File: src/rtl/jtag_dr_bank_if.sv
// TAP-side signal bundle for jtag_dr_bank: the TAP drives state flags and data,
// the bank returns tdo.
interface jtag_dr_bank_if #(
   parameter int unsigned IR_LENGTH = 4
);
   logic                 tck;
   logic                 tdi;
   logic [IR_LENGTH-1:0] ir;
   logic                 capture_dr;
   logic                 shift_dr;
   logic                 update_dr;
   logic                 tdo;

   modport master (output tck, tdi, ir, capture_dr, shift_dr, update_dr, input tdo);
   modport slave  (input tck, tdi, ir, capture_dr, shift_dr, update_dr, output tdo);
endinterface

File: src/rtl/jtag_dr_bank.sv
// IR-selected bank of JTAG data registers in the clk_50_ domain, with TAP
// synchronisers, bypass fallthrough, shift-length checking and update strobes.
module jtag_dr_bank #(
   parameter int unsigned IR_LENGTH   = 4,
   parameter int unsigned NCHAN       = 4,
   parameter int unsigned DR_WIDTH    = 32,
   parameter int unsigned SYNC_STAGES = 2,
   parameter int unsigned STRICT_LEN  = 1
) (
   input  logic                      clk_50_,
   input  logic                      rst_n,
   jtag_dr_bank_if.slave             tap,
   input  logic [NCHAN*DR_WIDTH-1:0] cap_data,
   output logic [NCHAN*DR_WIDTH-1:0] dr_out,
   output logic [NCHAN-1:0]          upd_strobe,
   output logic                      len_err,
   output logic                      busy
);
   localparam int unsigned CNT_W  = $clog2(DR_WIDTH + 2);
   localparam int unsigned SYNC_W = IR_LENGTH + 5;
   localparam logic [CNT_W-1:0] CNT_MAX  = CNT_W'(DR_WIDTH + 1);
   localparam logic [CNT_W-1:0] CNT_FULL = CNT_W'(DR_WIDTH);

   typedef enum logic [1:0] {StIdle, StShift, StUpd} state_e;

   state_e                    state_q;
   logic [SYNC_W-1:0]         sync_q [SYNC_STAGES];
   logic                      tck_prev_q;
   logic [DR_WIDTH-1:0]       sr_q;
   logic [CNT_W-1:0]          count_q;
   logic [IR_LENGTH-1:0]      sel_q;
   logic                      tdo_q;
   logic [NCHAN*DR_WIDTH-1:0] dr_out_q;
   logic [NCHAN-1:0]          upd_strobe_q;
   logic                      len_err_q;
   logic                      busy_q;

   logic                 s_tck, s_tdi, s_cap, s_shift, s_upd;
   logic [IR_LENGTH-1:0] s_ir;
   logic                 tck_rise, tck_fall;
   logic [DR_WIDTH-1:0]  cap_word;
   logic                 sel_is_chan;
   logic                 len_ok;

   assign {s_tck, s_tdi, s_cap, s_shift, s_upd, s_ir} = sync_q[SYNC_STAGES-1];
   assign tck_rise = s_tck & ~tck_prev_q;
   assign tck_fall = ~s_tck & tck_prev_q;
   assign len_ok   = (STRICT_LEN != 0) ? (count_q == CNT_FULL) : (count_q != '0);

   // Capture source follows the live synced ir; unmapped codes capture 0 (bypass).
   always_comb begin
      cap_word    = '0;
      sel_is_chan = 1'b0;
      for (int k = 0; k < NCHAN; k++) begin
         if (s_ir == IR_LENGTH'(k)) cap_word = cap_data[k*DR_WIDTH +: DR_WIDTH];
         if (sel_q == IR_LENGTH'(k)) sel_is_chan = 1'b1;
      end
   end

   always_ff @(posedge clk_50_) begin
      if (!rst_n) begin
         for (int i = 0; i < SYNC_STAGES; i++) sync_q[i] <= '0;
         tck_prev_q   <= 1'b0;
         state_q      <= StIdle;
         sr_q         <= '0;
         count_q      <= '0;
         sel_q        <= '0;
         tdo_q        <= 1'b0;
         dr_out_q     <= '0;
         upd_strobe_q <= '0;
         len_err_q    <= 1'b0;
         busy_q       <= 1'b0;
      end else begin
         sync_q[0] <= {tap.tck, tap.tdi, tap.capture_dr, tap.shift_dr, tap.update_dr, tap.ir};
         for (int i = 1; i < SYNC_STAGES; i++) sync_q[i] <= sync_q[i-1];
         tck_prev_q   <= s_tck;
         upd_strobe_q <= '0;
         len_err_q    <= 1'b0;

         if (tck_fall && state_q != StIdle) tdo_q <= sr_q[0];

         unique case (state_q)
            StIdle: begin
               if (tck_rise && s_cap) begin
                  sel_q   <= s_ir;
                  sr_q    <= cap_word;
                  count_q <= '0;
                  state_q <= StShift;
                  busy_q  <= 1'b1;
               end
            end
            StShift: begin
               if (tck_rise) begin
                  if (s_cap) begin
                     sel_q   <= s_ir;
                     sr_q    <= cap_word;
                     count_q <= '0;
                  end else if (s_upd) begin
                     state_q <= StUpd;
                  end else if (s_shift) begin
                     if (sel_is_chan) sr_q <= {s_tdi, sr_q[DR_WIDTH-1:1]};
                     else             sr_q[0] <= s_tdi;
                     if (count_q != CNT_MAX) count_q <= count_q + 1'b1;
                  end
               end
            end
            StUpd: begin
               // Bypass selections fall through silently.
               if (sel_is_chan) begin
                  if (len_ok) begin
                     for (int k = 0; k < NCHAN; k++) begin
                        if (sel_q == IR_LENGTH'(k)) begin
                           dr_out_q[k*DR_WIDTH +: DR_WIDTH] <= sr_q;
                           upd_strobe_q[k]                  <= 1'b1;
                        end
                     end
                  end else begin
                     len_err_q <= 1'b1;
                  end
               end
               state_q <= StIdle;
               busy_q  <= 1'b0;
            end
            default: begin
               state_q <= StIdle;
               busy_q  <= 1'b0;
            end
         endcase
      end
   end

   assign tap.tdo    = tdo_q;
   assign dr_out     = dr_out_q;
   assign upd_strobe = upd_strobe_q;
   assign len_err    = len_err_q;
   assign busy       = busy_q;
endmodule

File: src/flat_wrapper.sv
// flat-port wrapper written by rule: the top's interface ports become plain ports
module jtag_dr_bank_flat 
#(
   parameter int unsigned IR_LENGTH   = 4,
   parameter int unsigned NCHAN       = 4,
   parameter int unsigned DR_WIDTH    = 32,
   parameter int unsigned SYNC_STAGES = 2,
   parameter int unsigned STRICT_LEN  = 1
)
  (clk_50_, rst_n, cap_data, dr_out, upd_strobe, len_err, busy, tap_tck, tap_tdi, tap_ir, tap_capture_dr, tap_shift_dr, tap_update_dr, tap_tdo);
  jtag_dr_bank_if #(.IR_LENGTH(IR_LENGTH)) tap_i ();
  input  logic clk_50_;
  input  logic rst_n;
  input  logic [NCHAN*DR_WIDTH-1:0] cap_data;
  output logic [NCHAN*DR_WIDTH-1:0] dr_out;
  output logic [NCHAN-1:0] upd_strobe;
  output logic len_err;
  output logic busy;
  input wire logic [$bits(tap_i.tck)-1:0] tap_tck;
  input wire logic [$bits(tap_i.tdi)-1:0] tap_tdi;
  input wire logic [$bits(tap_i.ir)-1:0] tap_ir;
  input wire logic [$bits(tap_i.capture_dr)-1:0] tap_capture_dr;
  input wire logic [$bits(tap_i.shift_dr)-1:0] tap_shift_dr;
  input wire logic [$bits(tap_i.update_dr)-1:0] tap_update_dr;
  output wire logic [$bits(tap_i.tdo)-1:0] tap_tdo;
  assign tap_i.tck = tap_tck;
  assign tap_i.tdi = tap_tdi;
  assign tap_i.ir = tap_ir;
  assign tap_i.capture_dr = tap_capture_dr;
  assign tap_i.shift_dr = tap_shift_dr;
  assign tap_i.update_dr = tap_update_dr;
  assign tap_tdo = tap_i.tdo;
  jtag_dr_bank #(.IR_LENGTH(IR_LENGTH), .NCHAN(NCHAN), .DR_WIDTH(DR_WIDTH), .SYNC_STAGES(SYNC_STAGES), .STRICT_LEN(STRICT_LEN)) u_core (.clk_50_(clk_50_), .rst_n(rst_n), .tap(tap_i), .cap_data(cap_data), .dr_out(dr_out), .upd_strobe(upd_strobe), .len_err(len_err), .busy(busy));
endmodule
File: config.mk
export PLATFORM = sky130hd
export DESIGN_NAME = jtag_dr_bank_flat
export DESIGN_NICKNAME = d
export VERILOG_FILES = /design/src/rtl/jtag_dr_bank_if.sv /design/src/rtl/jtag_dr_bank.sv /design/src/flat_wrapper.sv
export SDC_FILE = /design/constraint.sdc
export NUM_CORES = 1
export LEC_CHECK = 0
export CAP_MARGIN = 10
export CORE_MARGIN = 5
export CORE_UTILIZATION = 43
export CTS_BUF_LIST = sky130_fd_sc_hd__clkbuf_8
export DETAILED_ROUTE_END_ITERATION = 16
export HOLD_SLACK_MARGIN = 0.1
export PLACE_DENSITY_LB_ADDON = 0.15
export SYNTH_ARGS = -nofsm -noshare
export SYNTH_HDL_FRONTEND = slang
export SYNTH_SLANG_ARGS = --single-unit
File: constraint.sdc
create_clock -name clk_50_ -period 1.9 [get_ports clk_50_]
set_input_delay 0.38 -clock clk_50_ [delete_from_list [all_inputs] [get_ports clk_50_]]
set_output_delay 0.38 -clock clk_50_ [all_outputs]
set_load 0.02 [all_outputs]
==> results of run 1 <==
## worst max-delay path by stage
stage / cells after the start / slack, ps / to
6_report: 7 / 10 / u_core.sr_q[21]$_SDFFE_PN0P_
5_1_grt: 7 / -70 / u_core.sr_q[15]$_SDFFE_PN0P_
4_1_cts: 5 / -9 / u_core.sr_q[21]$_SDFFE_PN0P_
3_5_place_dp: 7 / -6 / u_core.dr_out[93]$_SDFFE_PN0P_
3_3_place_gp: 5 / -9 / u_core.sr_q[21]$_SDFFE_PN0P_
2_1_floorplan: 8 / 30 / u_core.dr_out[10]$_SDFFE_PN0P_
## final cells by class
type                    instances  area, sq um  area share (%)
multi-input cells             675         3780            31.4
clock buffers                  19          262            2.17
clock inverters                13          184            1.53
repair buffers                328         3410            28.4
inverters                      34          128            1.06
diodes                          1         2.50          0.0208
flip-flops and latches        198         3970            33.0
well taps                     234          293            2.43
## flip-flops by register name, indices dropped and copies added (netlist names)
name and flops:
u_core.dr_out 128, u_core.sr_q 32, u_core.sync_q 18, u_core.count_q 6, u_core.sel_q 4, u_core.upd_strobe 4, u_core.state_q 2, u_core.busy 1
u_core.len_err 1, u_core.tap.tdo 1, u_core.tck_prev_q 1
## power by group through the flow
stage	Sequential, mW	Clock [mW]	Combinational [mW]
6_report	4.19	2.99	0.726
5_1_grt	4.20	3.22	0.791
4_1_cts	4.19	3.03	0.726
3_5_place_dp	4.29	0	0.724
3_3_place_gp	4.29	0	0.722
2_1_floorplan	4.28	0	0.313
## what timing repair did
action / in CTS / in global routing
endpoints found under the setup margin: 52 / 171
gates resized for setup: 4 / 21
setup buffers: 0 / 4
gates cloned: 0 / 4
pin swaps: 0 / 12
## cell usage after synthesis, types with 17 or more instances
library cell / instances / share of area, %
a21oi_1: 70 / 4.3
a221oi_1: 59 / 6.3
and2_1: 19 / 1.4
buf_2: 17 / 1.0
clkbuf_1: 57 / 2.6
dfxtp_1: 198 / 48
inv_1: 34 / 1.6
nand2_1: 107 / 4.9
nand2b_1: 32 / 2.4
nand3_1: 133 / 8.1
nor2_1: 17 / 0.78
nor3_1: 31 / 1.9
o21ai_0: 123 / 7.5
or2_0: 28 / 2.1
## cells by family after synthesis
family / synth area share [%]
DFF: 48.3
xor gates and xnor gates: 0.427
adders and majority gates: 0.457
AOI/OAI and AO/OA: 19.8
muxes: 0.625
buffers and inverters: 6.48
and+or+nand+nor: 24.0
## metrics by stage
step,hold WS (ps),power [mW],worst slack (ps),util [%]
floorplan,412,4.59,26.1,-
global placement,420,5.01,-9.41,60.7
detailed placement,427,5.01,-6.43,60.7
CTS,178,7.95,-9.13,63.1
global route,199,8.21,-70.2,64.1
finish,211,7.91,14.1,64.1
## critical path: stages (launching register included)
cell and delay, ps:
dfxtp_2 350, or3b_4 410, a2111oi_4 300, buf_6 190, buf_4 110, a21oi_1 90, or2_0 250, a21oi_1 130
## layer usage
metal / up-vias / share of wire (%) / GRT usage, %
met1: 3712 / 44 / 30.1
met2: 330 / 45 / 33.5
met3: 33 / 8.7 / 5.94
li1: 4026 / - / -
met4: 0 / 2.4 / 8.04
met5: - / 0 / 0
==> key figures, run 1 <==
STA
  • RSZ-0062 raised after global routing: true
  • Post-route clock skew: 16.0 ps
  • TNS Setup: 0 ps
  • Pins over their slew limit: 0
  • Hold Violations, Final: 0
  • Minimum clock period: 1890 ps
  • Final period util: 99.3%
  • Fmax: 530 MHz
  • Final setup fails: 0
  • Worst Tran Pin Value: 664 ps
  • Worst slew margin: 55.6%

Floorplanning
  • Horiz. Die Dim: 148 um
  • Initial Util: 43.7%
  • Die area: 0.0220 sq mm
  • Cell Rows: 50
  • Placeable Area: 0.0188 sq mm
  • Die Ht: 148 um
  • I/O pin total: 274

Final layout
  • Nets: 1396
  • Leading cell type in the layout, fill and taps excluded: clkdlybuf4s50_1
  • Fillers: 1613
  • P&R area growth vs syn: 46.5%
  • Finished Cell Area: 0.0120 sq mm
  • Non-filler cells, final: 1502
  • Layout cells sized above 1: 8.52%
  • Most frequent cells in the layout: clkdlybuf4s50_1 (263), dfxtp_1 (194), nand3_1 (133)

Synth
  • Syn_nets: 1143
  • Dominant synthesized flop cell: dfxtp_1
  • Number of distinct library cells after synthesis: 42
  • Post-Syn Area: 0.00821 sq mm
  • Mean area per synthesized cell: 8.20 sq um
  • Warnings from Yosys: 0
  • Synth Register Bits: 198
  • Syn Inst Count: 1001
  • FFs w/ async S/R, synth: 0%
  • Post-synthesis sequential area ratio: 48.3%
  • Post-synth EDFFs: 0

Drt
  • Initial drt markers: 507
  • Via count: 8101
  • Residual DRC count: 0
  • TritonRoute pass-1 iters: 5
  • Drt via density: 5.39
  • Average wire per standard cell: 17.0 um
  • Antenna viol nets, final: 0
  • WL final: 25.5 mm

Placed design
  • Placed cell count: 1461
  • Post-detail-place hpwl: 18.9 mm
  • Port buffer count: 273
  • Area after DPL: 0.0114 sq mm
  • Final Wtd Congestion: 0.826

Setup path
  • FF-to-FF path depth: 7
  • CP Launch Point: u_core.state_q[1]$_SDFFE_PN0P_
  • Worst Setup End Kind: flop
  • Data required time of the worst path: 2310 ps
  • Crit path max fanout: 5
  • WP data arrival: 2290 ps
  • Worst R2R Start: u_core.state_q[1]$_SDFFE_PN0P_
  • Startpoint Class: flop
  • Critical path class: flop to flop
  • Worst r2r dst: u_core.sr_q[21]$_SDFFE_PN0P_
  • Worst reg2reg setup slack: 10 ps

Clock tree
  • Inserted Clock Buffers: 17
  • Root Buffer: clkbuf_8
  • CTS Buffer Depth: 2
  • CTS clk-pin slew, worst paths: 100 ps
  • Num Clock Sinks: 198
  • Hold_buf cts: 0
  • Clk_lat worst skew: 480 ps
  • TritonCTS clock tree: built
  • H-tree depth: 4

Hold path
  • HP Class: primary input to flop
  • Hold EP: u_core.len_err$_SDFF_PN0_
  • WHS Path Cells: 3
  • HP Start: rst_n

Pwr
  • P_sw: 1.90 mW
  • Net Sw Frac: 24.0%
  • Comb pwr share: 9.2%
  • Worst VDD drop: 355 uV
  • Share of total power in the clock network: 37.8%
  • Power density cells: 658 mW/mm^2
  • P_int: 6.01 mW
  • Sequential share of power: 53.0%
  • Leak Pwr: 4.36 nW

Status
  • Outcome: finished, final reports clean

Global routing
  • Vias in the first global route: 7361
  • All-Layer GR Usage: 22.0%
  • Pin count of the biggest net entering global routing: 69
  • Initial antenna violation count: 1
  • First-pass GRT wire length: 38.7 mm
  • Total gr overflow: 0

Run
  • Max_cap viols: 0
Power figures use the tool's default switching activity.
==> run 2: changes to the inputs <==
REMOVE_ABC_BUFFERS = 1   (was default)
==> run 2 against run 1 <==
  * The flow now finishes with violations (setup timing)
  * Maximum frequency is 1.0% lower
  * Clock power is 14% lower
  * Routed wire length is 5.0% higher
  * Critical path depth is 1 higher
  * Sequential cell count stayed put
  * Clock skew is 3.0 ps higher
  * Utilization is 0.17 points lower
==> key figures, run 2 (synthesized netlist as in run 1, its figures left out) <==
Floorplanning
  • Initial Util: 43.7% (unchanged)
  • I/O pin total: 274 (unchanged)
  • Placeable Area: 0.0188 sq mm (unchanged)
  • Horiz. Die Dim: 148 um (unchanged)
  • Die Ht: 148 um (unchanged)
  • Cell Rows: 50 (unchanged)
  • Die area: 0.0220 sq mm (unchanged)

Pwr
  • Worst VDD drop: 395 uV (+11%)
  • Power density cells: 624 mW/mm^2 (-5.1%)
  • Leak Pwr: 4.25 nW (-2.7%)

Status
  • Failing checks: setup timing
  • Outcome: finished with violations

Setup path
  • Buf/Inv on CP: 3 (+1)
  • CP top delay family: compound AO/OA/AOI/OAI gates
  • Slowest CP cell: a2111oi_4
  • CP Cell Sequence: buf_6 -> nand3b_1 -> a2111oi_4 -> buf_6 -> clkbuf_16 -> a21oi_1 -> or2_0 -> a21oi_1
  • Crit path max fanout: 8 (+3)
  • Critical path class: flop to flop
  • Worst Setup End Kind: flop
  • Data required time of the worst path: 2300 ps (about the same)
  • Startpoint Class: flop
  • Max incr delay on CP: 480 ps (+70 ps)
  • WP data arrival: 2300 ps (about the same)

Placed design
  • Post-detail-place hpwl: 19.2 mm (+1.6%)
  • Final Wtd Congestion: 0.842 (+1.9%)
  • Port buffer count: 273 (unchanged)

Final layout
  • Max FFs per register: 128 (unchanged)
  • Layout cells sized above 1: 9.04% (+0.52 points)
  • Fillers: 1656 (+2.7%)
  • Antenna Cells: 0 (-1)
  • Post-layout util: 63.9% (-0.17 points)
  • Nets: 1402 (+0.43%)
  • Leading cell type in the layout, fill and taps excluded: clkdlybuf4s50_1
  • Most frequent cells in the layout: clkdlybuf4s50_1 (268), dfxtp_1 (194), nand3_1 (133)
  • P&R area growth vs syn: 46.1%

Global routing
  • Total gr overflow: 0 (unchanged)
  • First-pass GRT wire length: 40.6 mm (+4.9%)
  • Pin count of the biggest net entering global routing: 66 (-4.3%)
  • All-Layer GR Usage: 23.0% (+0.98 points)
  • Vias in the first global route: 7534 (+2.4%)
  • Initial antenna violation count: 0 (-1)

Drt
  • Antenna viol nets, final: 0 (unchanged)
  • Residual DRC count: 0 (unchanged)
  • Drt via density: 5.32 (-1.4%)
  • WL final: 26.8 mm (+5.0%)
  • Initial drt markers: 346 (-32%)
  • TritonRoute pass-1 iters: 5 (unchanged)
  • Via count: 8009 (-1.1%)
  • Average wire per standard cell: 17.8 um (+4.7%)

Hold path
  • HP Class: primary input to flop

Clock tree
  • H-tree depth: 4 (unchanged)
  • Root Buffer: clkbuf_8
  • Clk_lat worst skew: 460 ps (-20 ps)
  • CTS clk-pin slew, worst paths: 110 ps (about the same)
  • Num Clock Sinks: 198 (unchanged)
  • Inserted Clock Buffers: 17 (unchanged)
  • TritonCTS clock tree: built
  • CTS Buffer Depth: 2 (unchanged)

Run
  • Max_cap viols: 0 (unchanged)

STA
  • Worst Tran Pin Value: 496 ps (-168 ps)
  • TNS Setup: -7.74 ps (-7.74 ps)
  • Minimum clock period: 1900 ps (+19.1 ps)
  • Final WS setup: -4.96 ps (-19.1 ps)
  • Pins over their slew limit: 0 (unchanged)
  • Final setup fails: 2 (+2)
  • Final period util: 100% (+1.0 points)
  • RSZ-0062 raised after global routing: true
  • Fmax: 525 MHz (-1.0%)
  • Worst slew margin: 66.8% (+11 points)
  • Hold Violations, Final: 0 (unchanged)
  • Post-route clock skew: 19.1 ps (+3.04 ps)
==> run 2: cell types whose count changed in the layout (fill, tap and decap cells not counted), sizes merged <==
| cell | previous run | this run |
|---|---|---|
| dlymetal6s2s | 9 | 4 |
| clkbuf | 22 | 20 |
| diode | 1 | 0 |
| clkdlybuf4s50 | 263 | 268 |
| bufinv | 3 | 0 |
| clkinv | 1 | 6 |
| clkinvlp | 3 | 1 |
| nor2 | 19 | 21 |
| buf | 53 | 58 |
==> run 2: power breakdown <==
group | internal [mW] | total [mW] | switching [mW]
registers | 4.17 | 4.19 | 0.0244
logic | 0.422 | 0.734 | 0.312
clock network | 0.980 | 2.56 | 1.58
==> run 2: path summary, 6_finish.rpt <==
kind,startpoint,to,slack [ps],depth (start not counted)
setup / recovery,u_core.state_q[0]$_SDFFE_PN0P_,u_core.sr_q[21]$_SDFFE_PN0P_,-5,8
hold / removal,rst_n,u_core.sync_q[0][1]$_SDFF_PN0_,240,2
setup reg to reg,u_core.state_q[0]$_SDFFE_PN0P_,u_core.sr_q[21]$_SDFFE_PN0P_,-5,8
hold reg to reg,u_core.sync_q[0][5]$_SDFF_PN0_,u_core.sync_q[0][14]$_SDFF_PN0_,440,1
==> run 2: layer usage <==
metal,vias to the layer above,wire length (um),global-route usage (%)
li1,4044,-,-
met1,3695,11400,28.8
met2,244,13000,39.7
met3,26,1950,5.55
met4,0,381,5.96
met5,-,0,0
==> run 2: what timing repair did <==
action,4_1_cts,5_1_grt
pin swaps,0,14
gates cloned,0,5
hold buffers,0,0
buffers inserted,0,6
resized for setup,3,18
setup endpoints to repair,36,87
==> run 2: layout make-up <==
cell class	count	area, sq um	share of cell area, %
sequential	198	3970	33.1
multi-input combinational	677	3800	31.7
timing repair buffer	332	3430	28.6
tap	234	293	2.44
clock buffer	18	248	2.07
inverter	34	128	1.06
clock inverter	13	120	1.00
==> run 2: through the flow <==
stage                     instances  power [mW]  setup slack, ps  instance area [sq um]  hold WS (ps)
after floorplan                 907        4.52            -1270                   7800           412
after global placement         1464        5.01            -48.0                  11400           414
after detailed placement       1464        5.02            -20.8                  11400           421
after CTS                      1495        7.54            -8.74                  11800           209
after global routing           1506        7.77            -80.4                  12000           213
final                          1506        7.49            -4.96                  12000           237
